==> src/rtl/cfg_pkg.sv <==
// Shared constants and helpers for the cfg bus arbiter slice.
package cfg_pkg;

  localparam int AXI_WIDTH_DEF  = 32;
  localparam int CFG_AWIDTH_DEF = 5;
  localparam int RSP_LATENCY    = 2;

  // Index width for a requester count; a single bit is kept even for tiny counts.
  function automatic int idx_width(input int n);
    if (n <= 2) begin
      return 1;
    end else begin
      return $clog2(n);
    end
  endfunction

endpackage

==> src/rtl/cfg_bus_arbiter_if.sv <==
// Requester-side handshake bundle of the cfg bus arbiter.
// CFG_ARB_LOCK_EN adds the per-master req_lock input.
interface cfg_bus_arbiter_if
  import cfg_pkg::*;
#(
  parameter int NUM_MASTERS = 2,
  parameter int AXI_WIDTH   = AXI_WIDTH_DEF,
  parameter int CFG_AWIDTH  = CFG_AWIDTH_DEF
) ();

  logic [NUM_MASTERS-1:0]            req_valid;
  logic [NUM_MASTERS-1:0]            req_wr;
  logic [NUM_MASTERS*CFG_AWIDTH-1:0] req_addr;
  logic [NUM_MASTERS*AXI_WIDTH-1:0]  req_wdata;
  logic [NUM_MASTERS-1:0]            req_ready;
  logic [NUM_MASTERS-1:0]            rsp_valid;
  logic [AXI_WIDTH-1:0]              rsp_rdata;
`ifdef CFG_ARB_LOCK_EN
  logic [NUM_MASTERS-1:0]            req_lock;

  modport master (
    output req_valid, req_wr, req_addr, req_wdata, req_lock,
    input  req_ready, rsp_valid, rsp_rdata
  );

  modport slave (
    input  req_valid, req_wr, req_addr, req_wdata, req_lock,
    output req_ready, rsp_valid, rsp_rdata
  );
`else
  modport master (
    output req_valid, req_wr, req_addr, req_wdata,
    input  req_ready, rsp_valid, rsp_rdata
  );

  modport slave (
    input  req_valid, req_wr, req_addr, req_wdata,
    output req_ready, rsp_valid, rsp_rdata
  );
`endif

endinterface

==> src/rtl/cfg_rr_arbiter.sv <==
// Combinational round-robin picker: first request at or after ptr_i, wrapping.
module cfg_rr_arbiter #(
  parameter int NUM_MASTERS = 2,
  parameter int IDXW        = 1
) (
  input  logic [NUM_MASTERS-1:0] req_i,
  input  logic [IDXW-1:0]        ptr_i,
  output logic [NUM_MASTERS-1:0] gnt_o,
  output logic [IDXW-1:0]        idx_o
);

  logic          found_s;
  logic [IDXW:0] pos_s;

  // Scan upward from the pointer; the extra pos_s bit absorbs the wrap.
  always_comb begin
    gnt_o   = {NUM_MASTERS{1'b0}};
    idx_o   = {IDXW{1'b0}};
    found_s = 1'b0;
    pos_s   = {(IDXW+1){1'b0}};
    for (int i = 0; i < NUM_MASTERS; i++) begin
      pos_s = {1'b0, ptr_i} + (IDXW+1)'(i);
      pos_s = (pos_s >= (IDXW+1)'(NUM_MASTERS)) ? pos_s - (IDXW+1)'(NUM_MASTERS) : pos_s;
      if (!found_s && req_i[pos_s[IDXW-1:0]]) begin
        found_s                    = 1'b1;
        gnt_o[pos_s[IDXW-1:0]]     = 1'b1;
        idx_o                      = pos_s[IDXW-1:0];
      end else begin
        found_s = found_s;
      end
    end
  end

endmodule

==> src/rtl/cfg_bus_arbiter.sv <==
// Shares one cfg register port between NUM_MASTERS requesters, round-robin, with
// a fixed two-cycle response pipe. CFG_ARB_LOCK_EN enables req_lock holding.
module cfg_bus_arbiter
  import cfg_pkg::*;
#(
  parameter int NUM_MASTERS = 2,
  parameter int AXI_WIDTH   = AXI_WIDTH_DEF,
  parameter int CFG_AWIDTH  = CFG_AWIDTH_DEF
) (
  input  logic                  clk,
  input  logic                  rst,
  cfg_bus_arbiter_if.slave      bus,
  output logic                  cfg_wr_en,
  output logic [CFG_AWIDTH-1:0] cfg_wr_addr,
  output logic [AXI_WIDTH-1:0]  cfg_wr_data,
  output logic                  cfg_rd_en,
  output logic [CFG_AWIDTH-1:0] cfg_rd_addr,
  input  logic [AXI_WIDTH-1:0]  cfg_rd_data
);

  localparam int              IDXW     = idx_width(NUM_MASTERS);
  localparam logic [IDXW-1:0] LAST_IDX = IDXW'(NUM_MASTERS - 1);
  localparam int              LAT      = RSP_LATENCY;

  logic [IDXW-1:0]        ptr_q, ptr_d;
  logic [IDXW-1:0]        arb_ptr_s, win_idx_s;
  logic [NUM_MASTERS-1:0] arb_req_s, gnt_s;
  logic                   hs_s, win_wr_s, rsp_rd_s;
  logic [CFG_AWIDTH-1:0]  win_addr_s;
  logic [AXI_WIDTH-1:0]   win_wdata_s;
  logic [LAT-1:0]         pv_q, prd_q;
  logic [IDXW-1:0]        pidx_q [LAT];
  logic [AXI_WIDTH-1:0]   rdata_q;
`ifdef CFG_ARB_LOCK_EN
  logic [IDXW-1:0]        own_q, own_d;
  logic                   own_vld_q, own_vld_d;
  logic                   locked_s;
`endif

  // While the last winner holds its lock, the search is pinned to it alone.
  always_comb begin
`ifdef CFG_ARB_LOCK_EN
    locked_s = own_vld_q & bus.req_lock[own_q];
    if (locked_s) begin
      arb_ptr_s = own_q;
      arb_req_s = bus.req_valid & ({{(NUM_MASTERS-1){1'b0}}, 1'b1} << own_q);
    end else begin
      arb_ptr_s = ptr_q;
      arb_req_s = bus.req_valid;
    end
`else
    arb_ptr_s = ptr_q;
    arb_req_s = bus.req_valid;
`endif
  end

  cfg_rr_arbiter #(
    .NUM_MASTERS (NUM_MASTERS),
    .IDXW        (IDXW)
  ) u_rr (
    .req_i (arb_req_s),
    .ptr_i (arb_ptr_s),
    .gnt_o (gnt_s),
    .idx_o (win_idx_s)
  );

  assign bus.req_ready = rst ? {NUM_MASTERS{1'b0}} : gnt_s;
  assign hs_s          = ~rst & (|gnt_s);
  assign win_wr_s      = bus.req_wr[win_idx_s];
  assign win_addr_s    = bus.req_addr[win_idx_s*CFG_AWIDTH +: CFG_AWIDTH];
  assign win_wdata_s   = bus.req_wdata[win_idx_s*AXI_WIDTH +: AXI_WIDTH];

  // Pointer and lock-owner next state.
  always_comb begin
    ptr_d = ptr_q;
`ifdef CFG_ARB_LOCK_EN
    own_d     = own_q;
    own_vld_d = own_vld_q;
`endif
    if (hs_s) begin
      if (win_idx_s == LAST_IDX) begin
        ptr_d = {IDXW{1'b0}};
      end else begin
        ptr_d = win_idx_s + IDXW'(1);
      end
`ifdef CFG_ARB_LOCK_EN
      own_d     = win_idx_s;
      own_vld_d = bus.req_lock[win_idx_s];
    end else if (!locked_s) begin
      own_vld_d = 1'b0;
`endif
    end else begin
      ptr_d = ptr_q;
    end
  end

  // Issue stage, response pipe and read-data hold register.
  always_ff @(posedge clk) begin
    if (rst) begin
      ptr_q       <= {IDXW{1'b0}};
      cfg_wr_en   <= 1'b0;
      cfg_rd_en   <= 1'b0;
      cfg_wr_addr <= {CFG_AWIDTH{1'b0}};
      cfg_rd_addr <= {CFG_AWIDTH{1'b0}};
      cfg_wr_data <= {AXI_WIDTH{1'b0}};
      pv_q        <= {LAT{1'b0}};
      prd_q       <= {LAT{1'b0}};
      for (int i = 0; i < LAT; i++) begin
        pidx_q[i] <= {IDXW{1'b0}};
      end
      rdata_q     <= {AXI_WIDTH{1'b0}};
`ifdef CFG_ARB_LOCK_EN
      own_q       <= {IDXW{1'b0}};
      own_vld_q   <= 1'b0;
`endif
    end else begin
      ptr_q       <= ptr_d;
      cfg_wr_en   <= hs_s & win_wr_s;
      cfg_rd_en   <= hs_s & ~win_wr_s;
      cfg_wr_addr <= (hs_s & win_wr_s)  ? win_addr_s  : {CFG_AWIDTH{1'b0}};
      cfg_rd_addr <= (hs_s & ~win_wr_s) ? win_addr_s  : {CFG_AWIDTH{1'b0}};
      cfg_wr_data <= (hs_s & win_wr_s)  ? win_wdata_s : {AXI_WIDTH{1'b0}};
      pv_q[0]     <= hs_s;
      prd_q[0]    <= ~win_wr_s;
      pidx_q[0]   <= win_idx_s;
      for (int i = 1; i < LAT; i++) begin
        pv_q[i]   <= pv_q[i-1];
        prd_q[i]  <= prd_q[i-1];
        pidx_q[i] <= pidx_q[i-1];
      end
      if (rsp_rd_s) begin
        rdata_q <= cfg_rd_data;
      end else begin
        rdata_q <= rdata_q;
      end
`ifdef CFG_ARB_LOCK_EN
      own_q       <= own_d;
      own_vld_q   <= own_vld_d;
`endif
    end
  end

  assign rsp_rd_s = pv_q[LAT-1] & prd_q[LAT-1];

  // Response: read data comes straight from the register file in the response cycle.
  always_comb begin
    bus.rsp_valid = {NUM_MASTERS{1'b0}};
    if (~rst & pv_q[LAT-1]) begin
      bus.rsp_valid[pidx_q[LAT-1]] = 1'b1;
    end else begin
      bus.rsp_valid = {NUM_MASTERS{1'b0}};
    end
    if (rsp_rd_s) begin
      bus.rsp_rdata = cfg_rd_data;
    end else begin
      bus.rsp_rdata = rdata_q;
    end
  end

endmodule

==> src/flat_wrapper.sv <==
// flat-port wrapper written by rule: the top's interface ports become plain ports
module cfg_bus_arbiter_flat import cfg_pkg::*;
#(
  parameter int NUM_MASTERS = 2,
  parameter int AXI_WIDTH   = AXI_WIDTH_DEF,
  parameter int CFG_AWIDTH  = CFG_AWIDTH_DEF
)
  (clk, rst, cfg_wr_en, cfg_wr_addr, cfg_wr_data, cfg_rd_en, cfg_rd_addr, cfg_rd_data, bus_req_valid, bus_req_wr, bus_req_addr, bus_req_wdata, bus_req_ready, bus_rsp_valid, bus_rsp_rdata);
  cfg_bus_arbiter_if #(.NUM_MASTERS(NUM_MASTERS), .AXI_WIDTH(AXI_WIDTH), .CFG_AWIDTH(CFG_AWIDTH)) bus_i ();
  input  logic clk;
  input  logic rst;
  output logic cfg_wr_en;
  output logic [CFG_AWIDTH-1:0] cfg_wr_addr;
  output logic [AXI_WIDTH-1:0] cfg_wr_data;
  output logic cfg_rd_en;
  output logic [CFG_AWIDTH-1:0] cfg_rd_addr;
  input  logic [AXI_WIDTH-1:0] cfg_rd_data;
  input wire logic [$bits(bus_i.req_valid)-1:0] bus_req_valid;
  input wire logic [$bits(bus_i.req_wr)-1:0] bus_req_wr;
  input wire logic [$bits(bus_i.req_addr)-1:0] bus_req_addr;
  input wire logic [$bits(bus_i.req_wdata)-1:0] bus_req_wdata;
  output wire logic [$bits(bus_i.req_ready)-1:0] bus_req_ready;
  output wire logic [$bits(bus_i.rsp_valid)-1:0] bus_rsp_valid;
  output wire logic [$bits(bus_i.rsp_rdata)-1:0] bus_rsp_rdata;
  assign bus_i.req_valid = bus_req_valid;
  assign bus_i.req_wr = bus_req_wr;
  assign bus_i.req_addr = bus_req_addr;
  assign bus_i.req_wdata = bus_req_wdata;
  assign bus_req_ready = bus_i.req_ready;
  assign bus_rsp_valid = bus_i.rsp_valid;
  assign bus_rsp_rdata = bus_i.rsp_rdata;
  cfg_bus_arbiter #(.NUM_MASTERS(NUM_MASTERS), .AXI_WIDTH(AXI_WIDTH), .CFG_AWIDTH(CFG_AWIDTH)) u_core (.clk(clk), .rst(rst), .bus(bus_i), .cfg_wr_en(cfg_wr_en), .cfg_wr_addr(cfg_wr_addr), .cfg_wr_data(cfg_wr_data), .cfg_rd_en(cfg_rd_en), .cfg_rd_addr(cfg_rd_addr), .cfg_rd_data(cfg_rd_data));
endmodule
==> config.mk <==
export PLATFORM = sky130hd
export DESIGN_NAME = cfg_bus_arbiter_flat
export DESIGN_NICKNAME = d
export VERILOG_FILES = /design/src/rtl/cfg_pkg.sv /design/src/rtl/cfg_bus_arbiter_if.sv /design/src/rtl/cfg_rr_arbiter.sv /design/src/rtl/cfg_bus_arbiter.sv /design/src/flat_wrapper.sv
export SDC_FILE = /design/constraint.sdc
export NUM_CORES = 1
export LEC_CHECK = 0
export ABC_CLOCK_PERIOD_IN_PS = 2090
export CAP_MARGIN = 10
export CORE_MARGIN = 5
export CORE_UTILIZATION = 38
export CTS_CLUSTER_DIAMETER = 50
export CTS_CLUSTER_SIZE = 12
export DETAILED_ROUTE_END_ITERATION = 6
export GPL_ROUTABILITY_DRIVEN = 0
export PLACE_DENSITY = 0.8
export SLEW_MARGIN = 20
export SYNTH_ARGS = -nofsm -noshare
export SYNTH_HDL_FRONTEND = slang
export SYNTH_SLANG_ARGS = --single-unit
==> constraint.sdc <==
create_clock -name clk -period 2.09 [get_ports clk]
set_input_delay 0.5225 -clock clk [delete_from_list [all_inputs] [get_ports clk]]
set_output_delay 0.5225 -clock clk [all_outputs]
set_load 0.02 [all_outputs]
==> results of run 1 <==
## state kept, by name (all words and copies together), names as in the netlist
| signal | cells |
|---|---|
| u_core.prd_q | 2 |
| u_core.arb_ptr_s | 1 |
| u_core.pv_q | 2 |
| u_core.cfg_rd_en | 1 |
| u_core.pidx_q | 2 |
| u_core.cfg_wr_addr | 5 |
| u_core.cfg_wr_data | 32 |
| u_core.cfg_wr_en | 1 |
| u_core.rdata_q | 32 |
| u_core.cfg_rd_addr | 5 |
## cells in the mapped netlist, types with 2 or more instances
library cell / n / area, sq um
sky130_fd_sc_hd__nand3_1: 37 / 185
sky130_fd_sc_hd__o21ai_0: 35 / 175
sky130_fd_sc_hd__nor2_1: 9 / 33.8
sky130_fd_sc_hd__a211oi_1: 24 / 180
sky130_fd_sc_hd__nor2b_1: 35 / 219
sky130_fd_sc_hd__nand2_1: 3 / 11.3
sky130_fd_sc_hd__clkbuf_1: 17 / 63.8
sky130_fd_sc_hd__dfxtp_1: 83 / 1660
sky130_fd_sc_hd__o21ai_1: 2 / 10.0
sky130_fd_sc_hd__buf_6: 4 / 45.0
sky130_fd_sc_hd__mux2_2: 32 / 360
sky130_fd_sc_hd__a211oi_2: 19 / 238
sky130_fd_sc_hd__buf_2: 10 / 50.1
## critical path, delay by kind of cell
kind	cells	cell delay, ns
AOI/OAI and AO/OA	1	0.24
buffers and inverters	2	0.65
and+or+nand+nor	1	0.11
## logic make-up after synthesis
kind of cell	after synthesis	synth area share, %
muxes	32	10.8
AOI/OAI and AO/OA	84	19.2
buffers and inverters	36	5.50
DFF	83	50.0
and+or+nand+nor	88	14.5
## power by group
group / leakage, nW / internal [mW] / switching (mW)
logic: 1.39 / 0.365 / 0.308
clock network: 0.0819 / 0.422 / 0.554
registers: 0.676 / 1.63 / 0.0171
## metrics by stage
stage	cell area, sq um	total power, mW	setup slack (ns)	hold WS [ns]	TNS, ns
2_1_floorplan	3330	1.98	0.156	0.414	0
3_5_place_dp	5370	2.37	-0.393	0.432	-12.83
5_1_grt	5440	3.45	-0.0290	0.422	-0.0441
4_1_cts	5430	3.33	0.00453	0.403	0
6_report	5440	3.30	0.0388	0.423	0
3_3_place_gp	5370	2.36	-0.369	0.431	-11.03
## routing by layer
layer / vias to the layer above / GRT usage (%) / wire, um
met4: 0 / 5.62 / 193
met5: - / 0 / 0
li1: 1519 / - / -
met1: 1476 / 22.8 / 4260
met2: 149 / 33.2 / 5170
met3: 20 / 7.46 / 971
## layout make-up
| type | instances | share of cell area [%] |
|---|---|---|
| inverter | 2 | 0.138 |
| multi-input combinational | 204 | 27.5 |
| tap | 108 | 2.49 |
| clock inverter | 5 | 0.575 |
| timing repair buffer | 212 | 36.3 |
| sequential | 83 | 30.6 |
| clock buffer | 10 | 2.35 |
## path summary, 6_finish.rpt
kind	startpoint	slack, ns	end
worst max-delay path	bus_req_valid[0]	0.04	bus_req_ready[0]
worst min-delay path	rst	0.42	u_core.pidx_q[0][0]$_SDFF_PP0_
worst max register to register	u_core.arb_ptr_s$_SDFFE_PP0P_	0.62	u_core.cfg_rd_addr[1]$_SDFF_PP0_
worst min register to register	u_core.prd_q[0]$_SDFF_PP0_	0.43	u_core.prd_q[1]$_SDFF_PP0_
## what timing repair did
| action | in CTS | in global routing |
|---|---|---|
| cloned | 1 | 0 |
| setup endpoints to repair | 34 | 7 |
| gates resized for setup | 137 | 12 |
| buffers inserted | 2 | 0 |
==> flow_summary.rst, run 1 <==
.. list-table::
   :header-rows: 1

   * - Metric
     - Value
   * - Residual DRC
     - 0
   * - Min-Delay Path Depth
     - 2
   * - Wirelength, routed
     - 10.6 mm
   * - Filler Cells Inserted
     - around 710
   * - Effective utilization at floorplan
     - between 30% and 40%
   * - Part of the cycle the worst path needs
     - a little over nine tenths
   * - Cell area after synthesis
     - about 0.0033 sq mm
   * - First-pass GRT wire length
     - between 15 and 20 mm
   * - Number of nets produced by synthesis
     - approximately 440
   * - Area growth from synthesis to layout
     - 63.7%
   * - Number of instances in the placed design
     - about 600
   * - Number of slew-limit violations in the final report
     - 0
   * - Root buffer cell
     - sky130_fd_sc_hd__clkbuf_8
   * - Clock transition time at the flip-flop clock pins of the worst setup and hold paths
     - 0.08 ns
   * - Maximum vdd ir drop
     - 0.325 mV
   * - Actual slew at the worst max-slew pin
     - approximately 0.58 ns
   * - R2r worst-path depth
     - 4
   * - Post-Synthesis Mean Instance Area
     - 10.3 sq um
   * - Layout cell share with drive strength beyond 1
     - roughly 25%
   * - Clk sinks
     - 83
   * - ANT cells
     - 0
   * - Required time reported for the critical path endpoint
     - around 1.6 ns
   * - Minimum clock period
     - roughly 2.1 ns
   * - I/O Buffers
     - 191
   * - Max-slew headroom at the worst pin
     - 61.6%
   * - Worst Path Class, Setup
     - input port to output pin
   * - Total grt overflow
     - 0
   * - Via total after detailed routing
     - ~3200
   * - Yosys warnings
     - 0
   * - Final cell utilization of the core
     - about 63%
   * - Count of non-filler cells in the finished layout
     - ~620
   * - Die H
     - between 100 and 150 um
   * - Most common library cell in the layout ignoring fill and taps
     - sky130_fd_sc_hd__clkdlybuf4s50_1
   * - Iter 0 DRT Violations
     - between 90 and 100
   * - Via count of the first global-routing pass
     - roughly 3300
   * - Clock Path Buffers
     - 2
   * - Hold Vio Cnt, Final
     - 0
   * - Max Cap Viol
     - 0
   * - Top achievable clock speed
     - around 490 MHz
   * - NumNets Final
     - 624
   * - Post-route ant nets
     - 0
   * - Number of setup violations in the final report
     - 0
   * - Result of the run
     - complete, no violations
   * - Class of the worst hold path
     - input port to flip-flop
   * - Post-synth EDFFs
     - 0
   * - Fraction of registers with async set/reset
     - 0%
   * - Number of ports placed on the die boundary
     - ~190
   * - Commonest non-fill, non-tap cells in the layout
     - 156 x sky130_fd_sc_hd__clkdlybuf4s50_1, 81 x sky130_fd_sc_hd__dfxtp_1, 37 x sky130_fd_sc_hd__nand3_1, 35 x sky130_fd_sc_hd__o21ai_0, 35 x sky130_fd_sc_hd__nor2b_1
   * - Full die area
     - ~0.011 sq mm
   * - Clock network latency to the later pin of the worst-skew pair
     - between 0.3 and 0.4 ns
   * - Post-synthesis cell count
     - between 300 and 400
   * - Maximum fanout encountered on the critical timing path
     - 3
   * - Detail-routed via count per cell
     - 5.07
   * - Std cell rows
     - 34
   * - Width of the die
     - 104 um
   * - Cells traversed along the worst timing path
     - clkdlybuf4s50_1 > a21bo_1 > nor2_2 > buf_4
   * - Routed len/inst
     - ~17 um
   * - Total CTS buffers
     - 9
   * - Seq cells post-synth
     - 83
   * - Maximum number of pins on one net before global-route repair
     - between 50 and 60
   * - Clock H-tree levels
     - 3
   * - Antenna violations before repair
     - 0
   * - Worst-case clock skew
     - 0.00662 ns
   * - Arrival time worst endpoint
     - roughly 1.5 ns
   * - Unrepaired setup endpoints after global routing
     - true
   * - Pwr per Cell Area
     - 607 mW/mm^2
   * - Area of the placeable core
     - around 0.0086 sq mm
   * - Register area
     - between 0.0015 and 0.002 sq mm
   * - Critical path capture point type
     - output pin
   * - Clock tree from TritonCTS
     - done
   * - DRT Pass-1 Iters
     - 4
   * - Slowest library cell on the worst path
     - sky130_fd_sc_hd__clkdlybuf4s50_1
   * - Final HPWL from detailed placement
     - between 7 and 8 mm
   * - Hold-fix buffer count after cts
     - 0
   * - Total leakage power
     - between 2 and 2.5 nW
   * - Overall routing resource usage
     - between 10% and 20%
   * - Kind of start point of the critical path
     - input port
   * - Post-synthesis sequential area ratio
     - 50.0%
   * - Number of distinct library cells after synthesis
     - 26
   * - Most common flop cell mapped by yosys
     - sky130_fd_sc_hd__dfxtp_1
   * - Multi-input gate area in the final layout
     - 0.00150 sq mm
   * - Peak per-stage delay on the critical path
     - 0.50 ns
(Power assumes the default switching activity.)
==> inputs of run 2 (changes only) <==
==> constraint.sdc (replaced) <==
create_clock -name clk -period 2.09 [get_ports clk]
set_input_delay 0.418 -clock clk [delete_from_list [all_inputs] [get_ports clk]]
set_output_delay 0.418 -clock clk [all_outputs]
set_load 0.02 [all_outputs]
==> flow_summary.rst, run 2 (same netlist as run 1, synthesis figures left out) <==
.. list-table::
   :header-rows: 1

   * - Metric
     - Value
   * - Overall routing resource usage
     - 19.6%
   * - Total grt overflow
     - 0
   * - Max-slew headroom at the worst pin
     - 61.1%
   * - Cell area after layout
     - 0.00557 sq mm
   * - Full die area
     - between 0.01 and 0.015 sq mm
   * - Post-DP Area
     - 0.00535 sq mm
   * - Clock Path Buffers
     - 2
   * - Minimum clock period
     - around 2.0 ns
   * - Endpoint of the most critical setup path
     - bus_rsp_rdata[31]
   * - Total leakage power
     - 2.12 nW
   * - Maximum fanout encountered on the critical timing path
     - 16
   * - Clock tree from TritonCTS
     - done
   * - Number of ports placed on the die boundary
     - approximately 190
   * - Worst Path Class, Setup
     - flip-flop to output pin
   * - Post-route ant nets
     - 0
   * - Area of the placeable core
     - around 0.0086 sq mm
   * - Part of the cycle the worst path needs
     - between 90% and 100%
   * - Worst hold margin
     - between 0.4 and 0.5 ns
   * - Via total after detailed routing
     - 3154
   * - I/O Buffers
     - 191
   * - Top achievable clock speed
     - around 500 MHz
   * - Most common library cell in the layout ignoring fill and taps
     - sky130_fd_sc_hd__clkdlybuf4s50_1
   * - R2r worst-path depth
     - 4
   * - Clk sinks
     - 83
   * - First-pass GRT wire length
     - about 17 mm
   * - Die H
     - between 100 and 150 um
   * - Number of slew-limit violations in the final report
     - 0
   * - Effective utilization at floorplan
     - 38.5%
   * - Width of the die
     - approximately 100 um
   * - Setup slack at placement
     - -0.288 ns
   * - Hold Vio Cnt, Final
     - 0
   * - Residual DRC
     - 0
   * - Clock H-tree levels
     - 3
   * - Required time reported for the critical path endpoint
     - approximately 1.7 ns
   * - Registers with the most flip-flops
     - u_core.cfg_wr_data x32, u_core.rdata_q x32
   * - Worst-case clock skew
     - between 0.01 and 0.015 ns
   * - Via count of the first global-routing pass
     - ~3300
   * - Detail-routed via count per cell
     - 5.07
   * - Critical path capture point type
     - output pin
   * - NumNets Final
     - 622
   * - Worst setup slack for register-to-register paths
     - 0.65 ns
   * - Wirelength, routed
     - 10.6 mm
   * - Max Cap Viol
     - 0
   * - Hold-fix buffer count after cts
     - 0
   * - Clock transition time at the flip-flop clock pins of the worst setup and hold paths
     - 0.07 ns
   * - Layout cell share with drive strength beyond 1
     - 17.7%
   * - Start of the worst register-to-register path
     - u_core.arb_ptr_s$_SDFFE_PP0P_
   * - Area growth from synthesis to layout
     - 67.6%
   * - Root buffer cell
     - sky130_fd_sc_hd__clkbuf_8
   * - DRT Pass-1 Iters
     - 4
   * - Clock network latency to the later pin of the worst-skew pair
     - 0.34 ns
   * - Routed len/inst
     - 17.1 um
   * - Result of the run
     - complete, no violations
   * - Arrival time worst endpoint
     - about 1.6 ns
   * - Origin of the worst setup path
     - u_core.pv_q[1]$_SDFF_PP0_
   * - Iter 0 DRT Violations
     - approximately 70
   * - Total CTS buffers
     - 9
   * - Actual slew at the worst max-slew pin
     - ~0.58 ns
   * - Unrepaired setup endpoints after global routing
     - false
   * - Antenna violations before repair
     - 0
   * - Maximum number of pins on one net before global-route repair
     - 54
   * - ANT cells
     - 0
   * - Final HPWL from detailed placement
     - around 7.8 mm
   * - Maximum vdd ir drop
     - just under 0.3 mV
   * - Commonest non-fill, non-tap cells in the layout
     - 155 x sky130_fd_sc_hd__clkdlybuf4s50_1, 83 x sky130_fd_sc_hd__dfxtp_1, 37 x sky130_fd_sc_hd__nand3_1, 35 x sky130_fd_sc_hd__o21ai_0, 35 x sky130_fd_sc_hd__nor2b_1
   * - Class of the worst hold path
     - flip-flop to flip-flop
   * - Kind of start point of the critical path
     - flip-flop
   * - Pwr per Cell Area
     - roughly 610 mW/mm^2
   * - R2R Path End
     - u_core.cfg_wr_data[21]$_SDFF_PP0_
   * - Number of setup violations in the final report
     - 0
   * - Min setup slack post-route
     - approximately 0.073 ns
   * - Std cell rows
     - 34
==> run 2: area by class of cell <==
cell class,count,area (sq um)
Fill cell,687,3070
Timing Repair Buffer,210,2090
Sequential cell,83,1660
Multi-Input combinational cell,204,1490
Tap cell,108,135
Clock buffer,10,128
Clock inverter,5,55.1
Inverter,2,7.51
==> run 2: report_power, final <==
group	switching [mW]	internal, mW	total [mW]
sequential	0.0159	1.63	1.65
clock	0.545	0.542	1.09
combinational	0.307	0.364	0.670
==> run 2: stage by stage <==
stage / TNS, ns / cells / util, % / power [mW]
2_1_floorplan: 0 / 323 / - / 1.98
3_3_place_gp: -1.57 / 606 / 62.0 / 2.35
4_1_cts: 0 / 622 / 64.1 / 3.45
5_1_grt: 0 / 622 / 64.5 / 3.57
3_5_place_dp: -2.85 / 606 / 62.0 / 2.36
6_report: 0 / 622 / 64.5 / 3.41
==> run 2: critical path, stage by stage, from the launching register on <==
cell,delay [ns]
sky130_fd_sc_hd__dfxtp_1,0.34
sky130_fd_sc_hd__nand2_4,0.11
sky130_fd_sc_hd__buf_12,0.16
sky130_fd_sc_hd__mux2_2,0.35
sky130_fd_sc_hd__clkdlybuf4s15_1,0.30
==> run 2: worst min-delay path by stage <==
stage | startpoint | slack (ns) | cells after the start | end
global placement | u_core.pv_q[0]$_SDFF_PP0_ | 0.42 | 1 | u_core.pv_q[1]$_SDFF_PP0_
finish | u_core.pv_q[0]$_SDFF_PP0_ | 0.44 | 1 | u_core.pv_q[1]$_SDFF_PP0_
floorplan | u_core.pidx_q[0][0]$_SDFF_PP0_ | 0.41 | 1 | u_core.pidx_q[0][1]$_SDFF_PP0_
detailed placement | u_core.pv_q[0]$_SDFF_PP0_ | 0.42 | 1 | u_core.pv_q[1]$_SDFF_PP0_
CTS | u_core.pv_q[0]$_SDFF_PP0_ | 0.44 | 1 | u_core.pv_q[1]$_SDFF_PP0_
global route | u_core.prd_q[0]$_SDFF_PP0_ | 0.46 | 1 | u_core.prd_q[1]$_SDFF_PP0_
==> run 2: repair_timing <==
| action | in CTS | in global routing |
|---|---|---|
| setup buffers | 0 | 0 |
| cloned | 1 | 0 |
| resized for setup | 40 | 33 |
| setup endpoints to repair | 34 | 33 |
==> run 2: metal layers <==
metal	vias to the layer above	part of all wire (%)	GRT usage, %
met5	-	0	0
met4	0	0.81	4.59
met3	6	10	9.64
met2	149	48	32.6
met1	1478	41	22.5
li1	1521	-	-
==> inputs of run 3 (changes only) <==
- PLACE_DENSITY: 0.8 -> 0.91
==> flow_summary.rst, run 3 (same netlist as run 1, synthesis figures left out) <==
.. list-table::
   :header-rows: 1

   * - Metric
     - Value
   * - DRT Pass-1 Iters
     - 4
   * - Kind of start point of the critical path
     - flip-flop
   * - Total leakage power
     - between 2 and 2.5 nW
   * - Internal power component
     - between 2 and 2.5 mW
   * - Result of the run
     - complete, no violations
   * - Slowest library cell on the worst path
     - sky130_fd_sc_hd__mux2_2
   * - Max-slew headroom at the worst pin
     - a little over three fifths
   * - Clock transition time at the flip-flop clock pins of the worst setup and hold paths
     - 0.08 ns
   * - Unrepaired setup endpoints after global routing
     - false
   * - Clock Path Buffers
     - 2
   * - Fraction of power consumed by the clock network
     - just over 30%
   * - Total grt overflow
     - 0
   * - Min setup slack post-route
     - 0.0701 ns
   * - Post-CTS repair timing setup buffer count
     - 0
   * - Overall routing resource usage
     - roughly a fifth
   * - Most common library cell in the layout ignoring fill and taps
     - sky130_fd_sc_hd__clkdlybuf4s50_1
   * - Area of the placeable core
     - 0.00864 sq mm
   * - Total buffers and inverters traversed by the critical path
     - 2
   * - Hold path start
     - rst
   * - Worst Hold Path EP
     - u_core.rdata_q[10]$_SDFF_PP0_
   * - Root buffer cell
     - sky130_fd_sc_hd__clkbuf_8
   * - Maximum fanout encountered on the critical timing path
     - 16
   * - Required time reported for the critical path endpoint
     - approximately 1.7 ns
   * - Final cell utilization of the core
     - 64.2%
   * - Worst setup slack for register-to-register paths
     - 0.62 ns
   * - Switching Power
     - about 0.9 mW
   * - Setup slack at placement
     - -0.260 ns
   * - Worst-case clock skew
     - approximately 0.0086 ns
   * - Wirelength, routed
     - between 10 and 15 mm
   * - ANT cells
     - 0
   * - Top achievable clock speed
     - slightly below 500 MHz
   * - Cell area after layout
     - 0.00554 sq mm
   * - Clock H-tree levels
     - 3
   * - R2R Path End
     - u_core.cfg_wr_data[23]$_SDFF_PP0_
   * - Part of the cycle the worst path needs
     - between 90% and 100%
   * - Detail-routed via count per cell
     - 5.19
   * - Max Cap Viol
     - 0
   * - Die H
     - slightly above 100 um
   * - Comb pwr share
     - around a fifth
   * - Peak per-stage delay on the critical path
     - 0.35 ns
   * - Maximum number of pins on one net before global-route repair
     - 50
   * - Iter 0 DRT Violations
     - 115
   * - Residual DRC
     - 0
   * - Registers with the most flip-flops
     - u_core.cfg_wr_data x32, u_core.rdata_q x32
   * - Layout cell share with drive strength beyond 1
     - approximately a fifth
   * - Arrival time worst endpoint
     - approximately 1.6 ns
   * - R2r worst-path depth
     - 5
   * - Cells traversed along the worst timing path
     - nand2_4 > buf_12 > mux2_2 > clkdlybuf4s15_1
   * - Sequential Power Share
     - between 40% and 50%
   * - Std cell rows
     - 34
   * - Start of the worst register-to-register path
     - u_core.arb_ptr_s$_SDFFE_PP0P_
   * - Actual slew at the worst max-slew pin
     - around 0.55 ns
   * - NumNets Final
     - a little over 600
   * - Final HPWL from detailed placement
     - 7.91 mm
   * - Minimum clock period
     - 2.02 ns
   * - First-pass GRT wire length
     - 17.2 mm
   * - Antenna violations before repair
     - 0
   * - Post-route ant nets
     - 0
   * - Clk sinks
     - between 80 and 90
   * - Worst Path Class, Setup
     - flip-flop to output pin
   * - Pwr per Cell Area
     - between 600 and 700 mW/mm^2
   * - Clock network latency to the later pin of the worst-skew pair
     - between 0.3 and 0.4 ns
   * - Post-DP Area
     - around 0.0054 sq mm
   * - Maximum vdd ir drop
     - 0.308 mV
   * - Routed len/inst
     - around 17 um
   * - Class of the worst hold path
     - input port to flip-flop
   * - Width of the die
     - between 100 and 150 um
   * - Hold Vio Cnt, Final
     - 0
   * - Clock tree from TritonCTS
     - done
   * - Number of slew-limit violations in the final report
     - 0
   * - Filler Cells Inserted
     - 700
   * - Area growth from synthesis to layout
     - 66.8%
   * - Via count of the first global-routing pass
     - 3370
   * - Hold-fix buffer count after cts
     - 0
   * - Number of setup violations in the final report
     - 0
   * - Total CTS buffers
     - 9
   * - Min-Delay Path Depth
     - 2
   * - Number of ports placed on the die boundary
     - ~190
   * - Full die area
     - around 0.011 sq mm
   * - Critical path's top delay family
     - buffers and inverters
   * - Critical path capture point type
     - output pin
   * - Effective utilization at floorplan
     - ~38%
   * - Via total after detailed routing
     - approximately 3200
   * - Commonest non-fill, non-tap cells in the layout
     - 155 x sky130_fd_sc_hd__clkdlybuf4s50_1, 83 x sky130_fd_sc_hd__dfxtp_1, 37 x sky130_fd_sc_hd__nand3_1, 35 x sky130_fd_sc_hd__o21ai_0, 35 x sky130_fd_sc_hd__nor2b_1
   * - Fraction of power spent switching nets
     - 26.1%
   * - I/O Buffers
     - about 190
## run 3: cell type report
cell class	count	area, sq um	area share (%)
timing repair buffer	210	2070	37.4
sequential	83	1660	30.0
multi-input combinational	204	1490	26.8
clock buffer	12	155	2.80
tap	108	135	2.44
clock inverter	4	25.0	0.452
inverter	2	7.51	0.135
## run 3: worst max path at each step
stage,end,start,slack [ns],cells after the start
global placement,bus_req_ready[0],bus_req_valid[1],-0.23,4
finish,bus_rsp_rdata[4],u_core.pv_q[1]$_SDFF_PP0_,0.07,4
CTS,bus_rsp_rdata[4],u_core.pv_q[1]$_SDFF_PP0_,0.01,4
detailed placement,bus_req_ready[0],bus_req_valid[1],-0.26,4
floorplan,bus_rsp_valid[0],rst,0.18,4
global route,bus_rsp_rdata[14],u_core.pv_q[1]$_SDFF_PP0_,0.001,4
## run 3: power groups by stage
| stage | combinational, mW | clock [mW] | sequential [mW] |
|---|---|---|---|
| 3_3_place_gp | 0.671 | 0 | 1.68 |
| 3_5_place_dp | 0.687 | 0 | 1.69 |
| 2_1_floorplan | 0.247 | 0 | 1.73 |
| 5_1_grt | 0.726 | 1.16 | 1.66 |
| 6_report | 0.679 | 1.05 | 1.65 |
| 4_1_cts | 0.683 | 1.09 | 1.65 |
## run 3: stage by stage
stage	TNS (ns)	power, mW	cells	hold WS [ns]
finish	0	3.38	623	0.419
global route	0	3.54	623	0.407
CTS	0	3.42	623	0.396
detailed placement	-5.75	2.37	606	0.436
global placement	-2.47	2.36	606	0.422
floorplan	0	1.98	323	0.414
## run 3: timing repair
action,CTS,global route
gates resized for setup,54,35
setup endpoints to repair,34,26
cloned,1,0
## run 3: per-layer routing
layer | routed length (um) | track usage (%) | vias to the layer above
met2 | 5080 | 33.1 | 183
met3 | 1080 | 7.59 | 32
li1 | - | - | 1515
met1 | 4140 | 21.1 | 1502
met4 | 319 | 8.90 | 0
met5 | 0 | 0 | -
==> variant, RTL diff (config.mk and constraints of run 3) <==
`CFG_AWIDTH_DEF`: 5 -> 10.
--- a/src/rtl/cfg_pkg.sv
+++ b/src/rtl/cfg_pkg.sv
@@ -2,7 +2,7 @@
 package cfg_pkg;
 
   localparam int AXI_WIDTH_DEF  = 32;
-  localparam int CFG_AWIDTH_DEF = 5;
+  localparam int CFG_AWIDTH_DEF = 10;
   localparam int RSP_LATENCY    = 2;
 
   // Index width for a requester count; a single bit is kept even for tiny counts.
Interface: changed (resized bus_req_addr, cfg_rd_addr and cfg_wr_addr); port bits go from 192 to 212. The function was not compared with the original's and may differ.
==> variant against run 3 <==
- wire length rose by 17%
- total power rose by 9.9%
- cell area rose by 10%
- via count rose by 9.8%
- synthesized area rose by 14%
- count of clock-buffer cells in the layout fell by 2
- worst setup slack improved by 0.0097 ns
- first-iteration DRC count rose by 37%
- sequential cell count rose by 10
- critical path type unchanged
- critical endpoint is now bus_rsp_rdata[9]
- largest power group unchanged
==> variant: results (changes against run 3) <==
outcome=finished clean (unchanged); Final nets=682 (was 622); Vias=3549 (was 3232); filler instances=833 (was 700); registers with the most flip-flops=u_core.cfg_wr_data: 32 flops, u_core.rdata_q: 32 flops (unchanged); share of layout cells above drive strength 1=22.12% (was 20.97%); estimated wirelength of the detail-placed design=8947 um (was 7907 um); Clock buf/inv share=2.892% (was 3.251%); GRT Util Overall=19.96% (was 19.44%); Clock Sinks=93 (was 83); number of global-route vias before repair=3761 (was 3370); Multi-In Gates=224 (was 204); crit path from=u_core.prd_q[1] (was u_core.pv_q[1]); VDD IR max=0.4007 mV (was 0.3076 mV); post-synth cell types=22 (was 26); Initial DRC Count=158 (was 115); Flop pwr share=49.9% (was 48.8%); Non-clock buffers=230 (was 210); register area share after synthesis=49.22% (was 50.02%); Max-Slew Margin vs Limit=59.08% (was 63.15%); multi-input gate share of total cell area=28.00% (was 26.82%); Placement Cell Area=6011 um2 (was 5378 um2); Post-Layout Cell Count=698 (was 623); post-layout instance area=6100 um2 (was 5542 um2); DRT Wirelength=12430 um (was 10610 um); Crit path largest cell delay=0.35 ns (about the same); pin count of the biggest net entering global routing=54 (was 50); Seq/total area=30.56% (was 29.98%); synth cell count leaders=dfxtp_1 (93), nand3_1 (42), o21ai_0 (42) (was dfxtp_1 (83), nand3_1 (37), nor2b_1 (35), o21ai_0 (35), mux2_2 (32)); xor and xnor area share after synthesis=0% (unchanged); port bufs=211 (was 191); Clock Power=1090 uW (was 1050 uW); clk_skew=0.009481 ns (was 0.008578 ns); leakage power total=0.002347 uW (was 0.002118 uW); critical path's slowest cell=mux2_2 (unchanged); NonClk Buf Share=35.69% (was 37.37%); async set-reset flop share out of synthesis=0% (unchanged); clock-pin slew on the worst setup and hold paths=~0.09 ns; post-synthesis mux area share=9.527% (was 10.85%); first-pass GRT wire length=18670 um (was 17210 um); CP max FO=5 (was 16); syn_nets=480 (was 435); Compound-Gate Fraction of Synth Area=22.13% (was 19.17%); clkbuf count=10 (was 12); switching share of power=27.39% (was 26.11%); pre-CTS WS=-0.1667 ns (was -0.2596 ns); synth warn=0 (unchanged); top cells by area, synth=dfxtp_1 (49%), a211oi_2 (13%), nor2b_1 (6.0%), nand3_1 (5.6%), o21ai_0 (5.6%) (was dfxtp_1 (50%), mux2_2 (11%), a211oi_2 (7.2%), nor2b_1 (6.6%), nand3_1 (5.6%)); sw power=1016 uW (was 881.9 uW); drt first pass iters=5 (was 4); Area Overhead vs Synth=61.26% (was 66.82%); Mapped Cells=358 (was 323)
-- variant: cells by family after synthesis --
group	count (synthesis)
multiplexers	32
AND/OR/NAND/NOR	93
buffers and inverters	41
flip-flops	93
AO/OA/AOI/OAI	99
-- variant: worst max-delay path, delay by kind of cell (launching register included) --
kind,cells,cell delay [ns]
and+or+nand+nor,1,0.09
muxes,1,0.35
buffers and inverters,2,0.48
DFF,1,0.33
-- variant: final timing paths --
path	end	slack, ns	cells after the start
hold / removal	u_core.rdata_q[10]	0.31	2
setup / recovery	bus_rsp_rdata[9]	0.08	4
hold reg to reg	u_core.pv_q[1]	0.44	1
setup reg to reg	u_core.cfg_rd_addr[2]	0.60	4
-- variant: repair_timing --
item,CTS,global route
gates cloned,1,0
hold buffers,0,0
buffers inserted,1,0
resized for setup,94,26
setup endpoints to repair,34,26
hold endpoints to repair,0,0
-- variant: routing by layer --
layer / global-route usage [%] / routed length [um]
met3: 6.283 / 1104
met2: 36.27 / 6329
met4: 8.014 / 269
met1: 21.33 / 4724
met5: 0 / 0
